--- src/rtl/cmd_stage_feeder.sv ---
// -----------------------------------------------------------------------------
// cmd_stage_feeder
//
// Streams a two-stage command program from a command store into a command
// queue. The decomposition stage covers store addresses [0, decomp) and the
// recomposition stage covers [decomp, total). Between the stages, and at the
// end, the feeder waits until the queue is empty and the top reports that all
// issued work has retired.
//
// Read path: at most one store read is outstanding, and its word lands in a
// single holding register that drives o_data. If a word arrives while the
// holding register is still occupied by a word the full queue refused, the
// arriving word is discarded and its address is read again. This keeps the
// queue sequence exact under any full pattern while still sustaining one
// write per cycle when the queue accepts every word.
//
// Optional feature: define CMD_FEEDER_CYCLE_CNT_EN to build the per-stage
// cycle counters. Without it, both counter outputs are tied to zero.
//
// Ports
//   i_clk            sole clock, rising edge
//   i_rst            asynchronous active-high reset
//   i_start          one-cycle pulse, accepted only in IDLE or DONE
//   i_decomp_count   decomposition command count (sampled on accepted start)
//   i_total_count    total command count (sampled on accepted start)
//   o_rom_addr       command store read address
//   o_rom_rd         command store read strobe
//   i_rom_data       command store data, valid the cycle after o_rom_rd
//   o_write          command queue write strobe
//   o_data           command queue write word
//   i_fifo_full      command queue full
//   i_fifo_empty     command queue empty
//   i_finished_task  all issued work retired
//   o_stage          0 idle, 1 decomp, 2 recomp, 3 done
//   o_busy           run in progress
//   o_done           run complete, held until next start or reset
//   o_decomp_cycles  cycles spent in the decomposition stage
//   o_recomp_cycles  cycles spent in the recomposition stage
// -----------------------------------------------------------------------------
module cmd_stage_feeder #(
    parameter int CMD_W  = 64,
    parameter int ADDR_W = 18
) (
    input  logic              i_clk,
    input  logic              i_rst,
    input  logic              i_start,
    input  logic [ADDR_W-1:0] i_decomp_count,
    input  logic [ADDR_W-1:0] i_total_count,
    output logic [ADDR_W-1:0] o_rom_addr,
    output logic              o_rom_rd,
    input  logic [CMD_W-1:0]  i_rom_data,
    output logic              o_write,
    output logic [CMD_W-1:0]  o_data,
    input  logic              i_fifo_full,
    input  logic              i_fifo_empty,
    input  logic              i_finished_task,
    output logic [1:0]        o_stage,
    output logic              o_busy,
    output logic              o_done,
    output logic [31:0]       o_decomp_cycles,
    output logic [31:0]       o_recomp_cycles
);

    typedef enum logic [2:0] {
        S_IDLE,
        S_FEED_D,
        S_WAIT_D,
        S_FEED_R,
        S_WAIT_R,
        S_DONE
    } state_t;

    localparam logic [ADDR_W-1:0] ONE = {{(ADDR_W-1){1'b0}}, 1'b1};

    state_t              r_state;
    state_t              w_state_next;

    logic [ADDR_W-1:0]   r_dec;        // clamped decomp count
    logic [ADDR_W-1:0]   r_tot;
    logic [ADDR_W-1:0]   r_rd_ptr;     // next address to read
    logic [ADDR_W-1:0]   r_wr_ptr;     // address of the next word to write
    logic                r_pend;       // read issued last cycle, data arrives now
    logic                r_hold_vld;
    logic [CMD_W-1:0]    r_hold_data;
    logic                r_wait_armed; // past the first cycle of a WAIT state

    logic                w_feeding;
    logic                w_in_wait;
    logic [ADDR_W-1:0]   w_end;
    logic                w_write;
    logic                w_room;
    logic                w_drop;
    logic                w_issue;
    logic                w_last_wr;
    logic                w_release;
    logic                w_start_ok;
    logic [ADDR_W-1:0]   w_dec_clamp;

    assign w_feeding   = (r_state == S_FEED_D) || (r_state == S_FEED_R);
    assign w_in_wait   = (r_state == S_WAIT_D) || (r_state == S_WAIT_R);
    assign w_end       = (r_state == S_FEED_R) ? r_tot : r_dec;
    assign w_write     = w_feeding && r_hold_vld && !i_fifo_full;
    // The arriving word fits if the holding register is empty or drains now.
    assign w_room      = !r_hold_vld || w_write;
    assign w_drop      = r_pend && !w_room;
    assign w_issue     = w_feeding && (r_rd_ptr < w_end) && !w_drop;
    assign w_last_wr   = w_write && (r_wr_ptr == (w_end - ONE));
    assign w_release   = r_wait_armed && i_fifo_empty && i_finished_task;
    assign w_start_ok  = i_start && ((r_state == S_IDLE) || (r_state == S_DONE));
    assign w_dec_clamp = (i_decomp_count > i_total_count) ? i_total_count
                                                          : i_decomp_count;

    assign o_write    = w_write;
    assign o_rom_rd   = w_issue;
    assign o_rom_addr = r_rd_ptr;
    assign o_data     = r_hold_data;

    // ------------------------------------------------------------------
    // FSM
    // ------------------------------------------------------------------
    always_ff @(posedge i_clk or posedge i_rst) begin
        if (i_rst) begin
            r_state <= S_IDLE;
        end else begin
            r_state <= w_state_next;
        end
    end

    always_comb begin
        w_state_next = r_state;
        o_stage      = 2'd0;
        o_busy       = 1'b0;
        o_done       = 1'b0;
        case (r_state)
            S_IDLE: begin
                if (w_start_ok) begin
                    w_state_next = (w_dec_clamp == '0) ? S_WAIT_D : S_FEED_D;
                end
            end
            S_FEED_D: begin
                o_stage = 2'd1;
                o_busy  = 1'b1;
                if (w_last_wr) begin
                    w_state_next = S_WAIT_D;
                end
            end
            S_WAIT_D: begin
                o_stage = 2'd1;
                o_busy  = 1'b1;
                if (w_release) begin
                    w_state_next = (r_dec == r_tot) ? S_WAIT_R : S_FEED_R;
                end
            end
            S_FEED_R: begin
                o_stage = 2'd2;
                o_busy  = 1'b1;
                if (w_last_wr) begin
                    w_state_next = S_WAIT_R;
                end
            end
            S_WAIT_R: begin
                o_stage = 2'd2;
                o_busy  = 1'b1;
                if (w_release) begin
                    w_state_next = S_DONE;
                end
            end
            S_DONE: begin
                o_stage = 2'd3;
                o_done  = 1'b1;
                if (w_start_ok) begin
                    w_state_next = (w_dec_clamp == '0) ? S_WAIT_D : S_FEED_D;
                end
            end
            default: begin
                w_state_next = S_IDLE;
            end
        endcase
    end

    // ------------------------------------------------------------------
    // Read pointer, holding register and run parameters
    // ------------------------------------------------------------------
    always_ff @(posedge i_clk or posedge i_rst) begin
        if (i_rst) begin
            r_dec        <= '0;
            r_tot        <= '0;
            r_rd_ptr     <= '0;
            r_wr_ptr     <= '0;
            r_pend       <= 1'b0;
            r_hold_vld   <= 1'b0;
            r_hold_data  <= '0;
            r_wait_armed <= 1'b0;
        end else if (w_start_ok) begin
            r_dec        <= w_dec_clamp;
            r_tot        <= i_total_count;
            r_rd_ptr     <= '0;
            r_wr_ptr     <= '0;
            r_pend       <= 1'b0;
            r_hold_vld   <= 1'b0;
            r_wait_armed <= 1'b0;
        end else begin
            r_pend       <= w_issue;
            r_wait_armed <= w_in_wait && (w_state_next == r_state);
            if (w_issue) begin
                r_rd_ptr <= r_rd_ptr + ONE;
            end else if (w_drop) begin
                // Only one read is ever outstanding, so the discarded word
                // is always the one just below the read pointer.
                r_rd_ptr <= r_rd_ptr - ONE;
            end
            if (w_write) begin
                r_wr_ptr <= r_wr_ptr + ONE;
            end
            if (r_pend && w_room) begin
                r_hold_data <= i_rom_data;
                r_hold_vld  <= 1'b1;
            end else if (w_write) begin
                r_hold_vld  <= 1'b0;
            end
        end
    end

    // ------------------------------------------------------------------
    // Per-stage cycle counters
    // ------------------------------------------------------------------
`ifdef CMD_FEEDER_CYCLE_CNT_EN
    logic [31:0] r_dcyc;
    logic [31:0] r_rcyc;

    always_ff @(posedge i_clk or posedge i_rst) begin
        if (i_rst) begin
            r_dcyc <= '0;
            r_rcyc <= '0;
        end else if (w_start_ok) begin
            r_dcyc <= '0;
            r_rcyc <= '0;
        end else begin
            if (((r_state == S_FEED_D) || (r_state == S_WAIT_D)) &&
                (r_dcyc != 32'hFFFF_FFFF)) begin
                r_dcyc <= r_dcyc + 32'd1;
            end
            if (((r_state == S_FEED_R) || (r_state == S_WAIT_R)) &&
                (r_rcyc != 32'hFFFF_FFFF)) begin
                r_rcyc <= r_rcyc + 32'd1;
            end
        end
    end

    assign o_decomp_cycles = r_dcyc;
    assign o_recomp_cycles = r_rcyc;
`else
    assign o_decomp_cycles = 32'd0;
    assign o_recomp_cycles = 32'd0;
`endif

endmodule
--- config.mk ---
export PLATFORM = sky130hd
export DESIGN_NAME = cmd_stage_feeder
export DESIGN_NICKNAME = d
export VERILOG_FILES = /design/src/rtl/cmd_stage_feeder.sv
export SDC_FILE = /design/constraint.sdc
export NUM_CORES = 1
export LEC_CHECK = 0
export CAP_MARGIN = 20
export CORE_MARGIN = 4
export CORE_UTILIZATION = 55
export DETAILED_ROUTE_END_ITERATION = 12
export DONT_BUFFER_PORTS = 1
export MAX_ROUTING_LAYER = met4
export PLACE_DENSITY_LB_ADDON = 0.2
export SKIP_CTS_REPAIR_TIMING = 1
export SLEW_MARGIN = 20
export SYNTH_ARGS = -nofsm -noshare
export SYNTH_HDL_FRONTEND = slang
export SYNTH_SLANG_ARGS = --single-unit
--- constraint.sdc ---
create_clock -name i_clk -period 5.7 [get_ports i_clk]
set_input_delay 1.425 -clock i_clk [delete_from_list [all_inputs] [get_ports i_clk]]
set_output_delay 1.425 -clock i_clk [all_outputs]
set_load 0.005 [all_outputs]
==> results.md <==
- The root buffer selected by CTS is sky130_fd_sc_hd__clkbuf_16.
- The floorplan step defined a die boundary enclosing 18,900 sq um.
- STA puts the critical path data arrival time at 5.51 ns.
- The gate count of the mapped netlist is 920.
- The final max-slew violation count was 0.
- The routed length per placed instance is 18.2 microns.
- The synthesis warning total is 0.
- Entering global routing, the biggest net connects 105 pins.
- The number of CTS-inserted buffers is 17.
- For this block, the initial DRC count from the detailed router was 348.
- The worst hold path depth is 1.
- The total number of clock tree sinks is 142.
- For the worst setup path, the data required time is 5.99 ns.
- The fraction of final layout cells sized beyond drive strength 1 is 0.166.
- The leakage dissipation is 4.39 nW.
- The number of cells on the worst reg-to-reg path is 20.
- The post-detailed-placement cell area is 9180 sq um.
- The number of antenna violations at the first check in global routing is 1.
- The sum of overflow across all layers after global routing is 0.
- Leaving out fill and tap cells, the most frequent cell in the layout is sky130_fd_sc_hd__dfrtp_1.
- The type of the worst min-delay path is reg2reg.
- The worst flop-to-flop path startpoint is r_state[0].
- The critical path's slowest cell is sky130_fd_sc_hd__dfrtp_1.
- The wire-length estimate of the detail-placed layout is 16,000 microns.
- In this run the tool buffered the top-level ports with 0 buffer cells.
- The final non-filler cell area is 9780 sq um.
- In the synthesized netlist the async set-or-reset flop fraction comes to 1.00.
- The sum of routed wire length over all layers is 20,900 microns.
- The mean instance size in the synthesized netlist is 10.0 sq um.
- The register bit count reported by yosys is 142.
- The remaining antenna violation count after routing is 0.
- The area added between synthesis and finish is 6.25%.
- Measured on the finished design, the core utilization comes to 0.594.
- The final worst clock skew is 0.00790 ns.
- The fmax is 0.192 GHz.
- Setup violations remaining at the end of the flow were counted as 0.
- The startpoint identified for the worst hold timing path is o_data[7].
- During I/O placement, the number of pins put on the boundary was 258.
- From left edge to right edge, the die measures 137 microns.
- Setup repair after global routing left no endpoint under its margin.
- Of the synthesized area, sequential elements account for 0.386.
- STA classifies the critical path startpoint as a register.
- The final period demand of the worst path is 5.21 ns.
- The worst min-delay path endpoint is o_data[7].
- The critical path is of the reg2reg type.
- The worst pin sits at a relative slew slack of 0.395.
- Of the available clock period, the critical path in the final layout requires 0.915.
- The minimum setup slack among reg-to-reg paths is 0.49 ns.
- The H-tree was split into 4 levels.
- In this run the power density over the cells is 663 nW/um^2.
- The longest clock path from root to sink contains 2 buffers.
- The number of global-route vias before repair was 6,223.
- In the layout the commonest cells are 142 x sky130_fd_sc_hd__dfrtp_1, 105 x sky130_fd_sc_hd__nor2_1, 83 x sky130_fd_sc_hd__mux2_2.
- The total instance count after detailed placement is 1,117.
- In the routed design, unresolved DRC markers number 0.
- The kind of capture point of the worst setup path is a register.
- Clock latency on the worst-skew pair, taken at its later pin, is 0.42 ns.
- The effective utilization at floorplan is 0.559.
- The largest fanout on the critical path is 30.
- The final number of hold-violating endpoints is 0.
- TritonCTS built the clock tree.
- The y dimension of the die is 137 microns.
- The count of non-filler cells in the finished layout is 1,150.
- The actual transition at the worst max-transition pin is 0.908 ns.
- The maximum VDD drop is 0.347 mV.
- The cell area after synthesis is 9210 sq um.
- The most used flip-flop cell after synthesis is sky130_fd_sc_hd__dfrtp_1.
- The worst reg2reg path endpoint is o_rom_addr[17].
- The number of maximum-capacitance violations is 0.
- The routed layout has 6,507 vias.
- The core area is 16,500 sq um.
- The maximum single-stage delay on the critical path is 0.38 ns.
- Using the TritonRoute via totals, the vias-per-cell ratio works out to 5.66.
- The run finished with clean final reports.
- The total global routing track utilization is 0.226.
- The pre-antenna-repair detailed-routing pass consisted of 5 iterations.
- The clock transition at the registers of the reported paths is 0.07 ns.
- The number of distinct standard cells referenced by the synthesized netlist is 70.
- The wire length of the first global-routing pass is 32,300 microns.
- The setup TNS after final layout is 0 ns.
- The number of enable-type register cells in the synthesized netlist is 0.
- The signal on the critical path passes through nand3b_1 -> buf_12 -> mux2i_1 -> ha_1 -> a21o_1 -> a21o_1 -> a221oi_1 -> o41ai_1 -> or3_1 -> nand2b_2 -> buf_4 -> ha_1 -> a211oi_1 -> o21ai_0 -> a221oi_2 -> o21ai_0 -> o41ai_2 -> mux2i_1 -> xnor2_1 -> nor2_1.
- The congestion estimate from routability-driven global placement came to 0.862.
- For this run, the post-layout net count is 1,076.
- The site row count is 47.
==> registers in the layout (all words and copies together) (netlist names) <==
name and flops:
o_data 64, o_rom_addr 18, r_dec 18, r_tot 18
r_wr_ptr 18, r_state 3, r_hold_vld 1, r_pend 1
r_wait_armed 1
==> worst max path at each step <==
stage | startpoint | to | cells after the start
6_report | r_state[0] | o_rom_addr[17] | 20
3_3_place_gp | r_state[1] | o_rom_addr[17] | 19
3_5_place_dp | r_state[0] | o_rom_addr[17] | 19
5_1_grt | r_state[0] | o_rom_addr[17] | 20
2_1_floorplan | r_state[0] | o_rom_addr[17] | 22
4_1_cts | r_state[0] | o_rom_addr[17] | 19
==> cell usage after synthesis, drive strengths merged, types with 13 or more instances <==
library cell / n / area (sq um)
xor2: 41 / 359
buf: 76 / 578
nor4: 19 / 134
nand4: 15 / 93.8
o21ai: 19 / 95.1
xnor2: 31 / 272
mux2: 83 / 935
clkbuf: 22 / 82.6
dfrtp: 142 / 3550
mux2i: 30 / 358
a21oi: 69 / 345
nand2: 26 / 97.6
nand3: 19 / 95.1
nor3: 22 / 115
nor2: 105 / 394
ha: 53 / 663
inv: 31 / 116
a21o: 13 / 97.6
==> routing by layer <==
layer / track usage / share of wire
met5: - / 0
met4: 0.0671 / 0.015
met3: 0.0646 / 0.073
met2: 0.357 / 0.49
met1: 0.284 / 0.42
==> power breakdown <==
group / internal (mW) / leakage (nW) / total, mW / switching (mW)
registers: 1.43 / 1.73 / 1.90 / 0.463
clock network: 0.594 / 0.288 / 1.08 / 0.488
logic: 1.67 / 2.38 / 3.50 / 1.83
total: 3.70 / 4.39 / 6.48 / 2.78
==> metrics by stage <==
step / hold slack [ns] / power, mW / setup WS [ns]
5_1_grt: 0.557 / 7.05 / 0.115
2_1_floorplan: 0.488 / 4.73 / 0.267
6_report: 0.536 / 6.48 / 0.487
4_1_cts: 0.542 / 6.50 / 0.214
3_3_place_gp: 0.525 / 5.32 / 0.323
3_5_place_dp: 0.526 / 5.38 / 0.238
==> worst max-delay path: cells and delay by family (launching register included) <==
family / cells / cell delay [ns]
adders and majority gates: 2 / 0.61
xor gates and xnor gates: 1 / 0.13
buffers and inverters: 2 / 0.46
AOI/OAI and AO/OA: 9 / 2.08
DFF: 1 / 0.38
muxes: 2 / 0.56
and+or+nand+nor: 4 / 0.83
==> cells by family (layout without fill, tap and decap cells) <==
| logic type | count (synthesis) | count (layout) | share of synthesized area |
|---|---|---|---|
| AO/OA/AOI/OAI | 148 | 148 | 0.103 |
| XOR/XNOR | 72 | 72 | 0.0685 |
| adder cells (fa/ha/maj) | 54 | 54 | 0.0742 |
| buffers and inverters | 129 | 75 | 0.0844 |
| flip-flops | 142 | 142 | 0.386 |
| multiplexers | 113 | 113 | 0.140 |
| other | 1 | 65 | 0.000407 |
| AND/OR/NAND/NOR | 261 | 261 | 0.143 |
==> final cells by class <==
| type | count | area [sq um] |
|---|---|---|
| clock buffers | 18 | 439 |
| inverters | 31 | 121 |
| well taps | 220 | 275 |
| flip-flops and latches | 142 | 3550 |
| diodes | 1 | 2.50 |
| multi-input cells | 712 | 5140 |
| repair buffers | 12 | 103 |
| clock inverters | 14 | 145 |
| fillers | 1430 | 6680 |
(Power assumes the default switching activity.)
